==> src/rtl/rob_param.sv <==
// rob_param: parametrised reorder buffer.
// Entries are allocated in order at tail, completed out of order by the
// writeback ports, and retired in order from head one per cycle. Stores
// handshake with memory at head. Branch mispredicts and jalr flush the
// whole buffer and redirect fetch.
module rob_param #(
  parameter int DEPTH    = 16,
  parameter int TAG_W    = $clog2(DEPTH),
  parameter int XLEN     = 32,
  parameter int WB_PORTS = 2,
  parameter int RD_PORTS = 2
) (
  input  logic                       clk,
  input  logic                       clr,
  input  logic                       rdy,
  input  logic                       alloc_valid,
  output logic                       alloc_ready,
  input  logic [1:0]                 alloc_kind,
  input  logic [4:0]                 alloc_dest,
  input  logic [XLEN-1:0]            alloc_pc,
  output logic [TAG_W-1:0]           alloc_tag,
  input  logic [WB_PORTS-1:0]        wb_valid,
  input  logic [WB_PORTS*TAG_W-1:0]  wb_tag,
  input  logic [WB_PORTS*XLEN-1:0]   wb_value,
  input  logic [WB_PORTS*XLEN-1:0]   wb_aux,
  input  logic [WB_PORTS-1:0]        wb_redirect,
  input  logic [RD_PORTS*TAG_W-1:0]  rd_tag,
  output logic [RD_PORTS-1:0]        rd_done,
  output logic [RD_PORTS*XLEN-1:0]   rd_value,
  output logic                       commit_valid,
  output logic [4:0]                 commit_dest,
  output logic [TAG_W-1:0]           commit_tag,
  output logic [XLEN-1:0]            commit_value,
  output logic                       store_valid,
  output logic [XLEN-1:0]            store_addr,
  output logic [XLEN-1:0]            store_data,
  input  logic                       store_ready,
  output logic                       flush_valid,
  output logic [XLEN-1:0]            flush_pc,
  output logic [TAG_W:0]             count
);

  typedef enum logic [1:0] {
    KIND_ALU    = 2'd0,
    KIND_BRANCH = 2'd1,
    KIND_STORE  = 2'd2,
    KIND_JALR   = 2'd3
  } kind_e;

  localparam logic [TAG_W:0] FULL = (TAG_W+1)'(DEPTH);

  logic [DEPTH-1:0] occ;
  logic [DEPTH-1:0] done;
  logic [DEPTH-1:0] redir_q;
  kind_e            kind_q  [DEPTH];
  logic [4:0]       dest_q  [DEPTH];
  logic [XLEN-1:0]  pc_q    [DEPTH];
  logic [XLEN-1:0]  value_q [DEPTH];
  logic [XLEN-1:0]  aux_q   [DEPTH];
  logic [TAG_W-1:0] head;
  logic [TAG_W-1:0] tail;

  kind_e            head_kind;
  logic             head_ready;
  logic             retire_now;
  logic             flush_now;
  logic             alloc_fire;
  logic [TAG_W-1:0] wb_idx [WB_PORTS];
  logic [WB_PORTS-1:0] wb_hit;
  logic [TAG_W-1:0] rd_idx [RD_PORTS];

  assign head_kind   = kind_q[head];
  assign head_ready  = occ[head] && done[head];
  assign retire_now  = rdy && head_ready && ((head_kind != KIND_STORE) || store_ready);
  assign flush_now   = retire_now &&
                       (((head_kind == KIND_BRANCH) && redir_q[head]) || (head_kind == KIND_JALR));
  assign alloc_ready = (count < FULL) && !flush_valid;
  assign alloc_fire  = rdy && alloc_valid && alloc_ready;
  assign alloc_tag   = tail;

  assign store_valid = head_ready && (head_kind == KIND_STORE);
  assign store_addr  = store_valid ? value_q[head] : '0;
  assign store_data  = store_valid ? aux_q[head]   : '0;

  // Decode which writeback ports hit an occupied entry that is still pending.
  always_comb begin
    for (int p = 0; p < WB_PORTS; p++) begin
      wb_idx[p] = wb_tag[p*TAG_W +: TAG_W];
      wb_hit[p] = wb_valid[p] && occ[wb_idx[p]] && !done[wb_idx[p]];
    end
  end

  // Source lookups read current entry state; writebacks show up one cycle later.
  always_comb begin
    rd_done  = '0;
    rd_value = '0;
    for (int q = 0; q < RD_PORTS; q++) begin
      rd_idx[q]                  = rd_tag[q*TAG_W +: TAG_W];
      rd_done[q]                 = occ[rd_idx[q]] && done[rd_idx[q]];
      rd_value[q*XLEN +: XLEN]   = value_q[rd_idx[q]];
    end
  end

  // Entry array and pointers: allocate at tail, complete on writeback, retire at head, flush all.
  always_ff @(posedge clk or posedge clr) begin
    if (clr) begin
      occ     <= '0;
      done    <= '0;
      redir_q <= '0;
      head    <= '0;
      tail    <= '0;
      count   <= '0;
      for (int i = 0; i < DEPTH; i++) begin
        kind_q[i]  <= KIND_ALU;
        dest_q[i]  <= '0;
        pc_q[i]    <= '0;
        value_q[i] <= '0;
        aux_q[i]   <= '0;
      end
    end else if (rdy) begin
      if (flush_now) begin
        occ   <= '0;
        done  <= '0;
        head  <= tail;
        count <= '0;
      end else begin
        // Highest port first so the lowest port index lands last and wins a tag conflict.
        for (int p = WB_PORTS-1; p >= 0; p--) begin
          if (wb_hit[p]) begin
            done[wb_idx[p]]    <= 1'b1;
            value_q[wb_idx[p]] <= wb_value[p*XLEN +: XLEN];
            aux_q[wb_idx[p]]   <= wb_aux[p*XLEN +: XLEN];
            redir_q[wb_idx[p]] <= wb_redirect[p];
          end
        end
        if (alloc_fire) begin
          occ[tail]     <= 1'b1;
          done[tail]    <= 1'b0;
          redir_q[tail] <= 1'b0;
          kind_q[tail]  <= kind_e'(alloc_kind);
          dest_q[tail]  <= alloc_dest;
          pc_q[tail]    <= alloc_pc;
          tail          <= tail + TAG_W'(1);
        end
        if (retire_now) begin
          occ[head]  <= 1'b0;
          done[head] <= 1'b0;
          head       <= head + TAG_W'(1);
        end
        count <= count + (TAG_W+1)'(alloc_fire) - (TAG_W+1)'(retire_now);
      end
    end
  end

  // Registered retire and redirect pulses; payloads hold between pulses.
  always_ff @(posedge clk or posedge clr) begin
    if (clr) begin
      commit_valid <= 1'b0;
      commit_dest  <= '0;
      commit_tag   <= '0;
      commit_value <= '0;
      flush_valid  <= 1'b0;
      flush_pc     <= '0;
    end else begin
      commit_valid <= 1'b0;
      flush_valid  <= 1'b0;
      if (retire_now) begin
        if (head_kind != KIND_STORE) begin
          commit_valid <= 1'b1;
          commit_tag   <= head;
          commit_dest  <= (head_kind == KIND_BRANCH) ? 5'd0 : dest_q[head];
          commit_value <= (head_kind == KIND_JALR) ? (pc_q[head] + XLEN'(4)) : value_q[head];
        end
        if (flush_now) begin
          flush_valid <= 1'b1;
          flush_pc    <= {aux_q[head][XLEN-1:1], 1'b0};
        end
      end
    end
  end

endmodule

==> config.mk <==
export PLATFORM = sky130hd
export DESIGN_NAME = rob_param
export DESIGN_NICKNAME = d
export VERILOG_FILES = /design/src/rtl/rob_param.sv
export SDC_FILE = /design/constraint.sdc
export NUM_CORES = 2
export LEC_CHECK = 0
export BUFFER_PORTS_ARGS = -buffer_cell sky130_fd_sc_hd__buf_2
export CAP_MARGIN = 5
export CORE_MARGIN = 2
export CORE_UTILIZATION = 35
export CTS_BUF_LIST = sky130_fd_sc_hd__clkbuf_8
export CTS_CLUSTER_DIAMETER = 80
export DETAILED_ROUTE_END_ITERATION = 8
export HOLD_SLACK_MARGIN = 0.15
export MAX_ROUTING_LAYER = met4
export SETUP_SLACK_MARGIN = 0.3
export SYNTH_ARGS = -nofsm -noshare
export SYNTH_HDL_FRONTEND = slang
export SYNTH_SLANG_ARGS = --single-unit
export TNS_END_PERCENT = 30
==> constraint.sdc <==
create_clock -name clk -period 96.7 [get_ports clk]
set_input_delay 24.175 -clock clk [delete_from_list [all_inputs] [get_ports clk]]
set_output_delay 24.175 -clock clk [all_outputs]
set_load 0.01 [all_outputs]
==> metrics.cfg <==
[sta]
tns_ns=0
timing.fmax_mhz=19.5
setup_viol=0
relSlewSlack=0.180
grt_setup_unrepaired=false
tightest_slew_ns=1.23
fin_crit_ns=51.39
fin_crit_sh=0.531
finalHoldViolCount=0
slew_viol_final=0
fin_ws_ns=45.31
skew_ns=0.116

[route]
wl_mm=401
ant_nets=0
dr.pass1.iters=7
vias=79200
post_drt_via_cell_ratio=6.63
routedWlPerCell_um=33.6
drc_errors=0
drtIter0Drc=11800

[status]
status=completed

[final_layout]
nFillCells=25800
register_area_mm2=0.0446
syn2layout_area_growth_pct=11.2
nets=8235
post_route_cells_drive_above_1_share=0.313
multiInputGateArea_mm2=0.0466
mostFrequentLayoutCells=1779 x dfrtp_1, 1103 x nor2_1, 1062 x a21oi_1
mostFrequentLayoutCell=dfrtp_1

[synth]
ys_warn_count=0
syn_avg_cell_area_um2=11.6
synth_cell_types=72
synthesis.instances=8199
synthesis.area_mm2=0.0954
seq_area_frac_synth=0.468
ys_ff_latch=1783
yosys.area.top_type=dfrtp_1
synth_top_area_frac=0.468
syn_nets=8406
async_flop_share=1.00
synth_area_leaders=dfrtp_1 47%, mux4_2 20%, mux2_2 7.5%, o22ai_1 6.8%, a21oi_1 5.6%
synth_edf_count=0
yosys_most_used_dff=dfrtp_1

[placed_design]
pre_cts_slack_ns=45.28
numPortBuffers=406
place.gp.congestion=0.868
dp_hpwl_mm=223

[clocking]
clockBufferDepth=4
clockRootBuffer=clkbuf_8
cts_resized=0
insertion_delay_ns=1.10
postCtsSetupRepairBufs=0
cts-htree-levels=5
cts.clk_slew.worst_paths_ns=0.06
ctsHoldBuffers=0
cts_made_buffers=324
cts_sinks=1783
tritoncts=done

[critical_path]
path_max_fanout=86
slowest_stage=buf_4
end_kind=primary output
critPathMaxStageDelay_ns=0.84
crit_chain=buf_8, buf_4, mux4_2, mux4_2, buf_2
cp.required_ns=72.53
crit_path_start_kind=input port
critPathMostFrequentCell=mux4_2
critPathArrivalTime_ns=27.22
timing_worst_setup_path_type=in -> out

[floorplanning]
fp.dieW_um=526
ios=408
dieArea_mm2=0.277
core_mm2=0.271
rows=191
initial_core_util=0.352
die_h_um=526

[grt]
grt_max_degree=226
grt_pass1_wl_mm=572
grt_overflow=0
antenna_found_initial=117
grt_pass1_vias=78900
grt_usage=0.290

[power]
ir_worst_vdd_mv=0.0135
p_leak_uw=0.0457
power.total_uw=2730
powerDensity_mw_per_mm2=25.8

[min_path]
hp-class=reg -> reg

[job]
drv_cap=0

## metrics by stage
stage	hold WS (ns)	instance area [um^2]	utilization	cells
CTS	0.484	106000	0.390	11800
detailed placement	0.469	99200	0.366	11300
finish	0.482	106000	0.391	11900
global route	0.496	106000	0.391	11900
floorplan	0.453	95400	-	8199
global placement	0.457	99200	0.366	11300
## cell families (layout without fill, tap and decap cells)
logic type,after synthesis,count (layout),share of synthesized area
AO/OA/AOI/OAI,2304,2304,0.140
flip-flops,1783,1783,0.468
multiplexers,1494,1494,0.275
AND/OR/NAND/NOR,1491,1491,0.0652
buffers and inverters,1081,1137,0.0477
XOR/XNOR,30,30,0.00276
adder cells (fa/ha/maj),15,15,0.00205
other,1,111,0.0000393
## worst max-delay path: cells and delay by family
kind	cells	cell delay [ns]
muxes	2	1.15
buffers and inverters	3	1.74
## layout make-up
cell class,count,share of cell area
multi-input combinational,5335,0.440
sequential,1783,0.421
clock buffer,413,0.0536
tap,3570,0.0421
timing repair buffer,563,0.0316
clock inverter,140,0.00899
antenna,110,0.00260
inverter,21,0.000814
## registers in the layout (all words and copies together), names as in the netlist
register and count:
alloc_tag 4, aux_q 512, commit_dest 5, commit_tag 4, commit_valid 1, commit_value 32, count 5, dest_q 80
done 16, flush_pc 31, flush_valid 1, head 4, kind_q 32, occ 16, pc_q 512, redir_q 16
value_q 512
## final timing paths
check                      slack, ns  cells past startpoint                          end                   startpoint
setup / recovery               45.31                      5                 rd_value[59]                    rd_tag[4]
hold / removal                  0.48                      2  commit_value[6]$_DFFE_PP0P_  commit_value[6]$_DFFE_PP0P_
setup reg to reg               88.16                     14     value_q[315]$_DFFE_PP0N_          head[1]$_DFFE_PP0P_
hold reg to reg                 0.48                      2  commit_value[6]$_DFFE_PP0P_  commit_value[6]$_DFFE_PP0P_
max in group asynchronous      68.73                      7     value_q[114]$_DFFE_PP0N_                          clr
min in group asynchronous      23.26                      2     flush_pc[18]$_DFFE_PP0P_                          clr
## layer usage
metal  track usage  vias up  part of all wire
met5             -        -                 0
met2         0.418     6370              0.44
li1              -    30700                 -
met1         0.355    40400              0.36
met3        0.0859     1691              0.13
met4         0.187        0             0.073
## power by group
| group | internal (uW) | switching, uW |
|---|---|---|
| clock | 407 | 346 |
| sequential | 957 | 170 |
| combinational | 415 | 440 |
| total | 1780 | 955 |
## Yosys cell counts (all sizes together), types with 3 or more instances
master   count
a2111oi     12
a211oi      20
a21o         3
a21oi     1074
a221oi       7
a22o         7
a22oi       39
a311oi       3
a31oi        3
a32o         7
and2        74
and3        12
buf        435
clkbuf     625
dfrtp     1783
ha          14
inv         20
mux2       656
mux2i        6
mux4       832
nand2      120
nand2b      28
nand3       35
nand3b       3
nand4       19
nor2      1115
nor2b       10
nor3        36
nor4         6
o211ai       6
o21ai       64
o22ai     1040
o31ai        7
or2          6
or3         15
or4          3
xnor2       13
xor2        17
(Power assumes the default switching activity.)
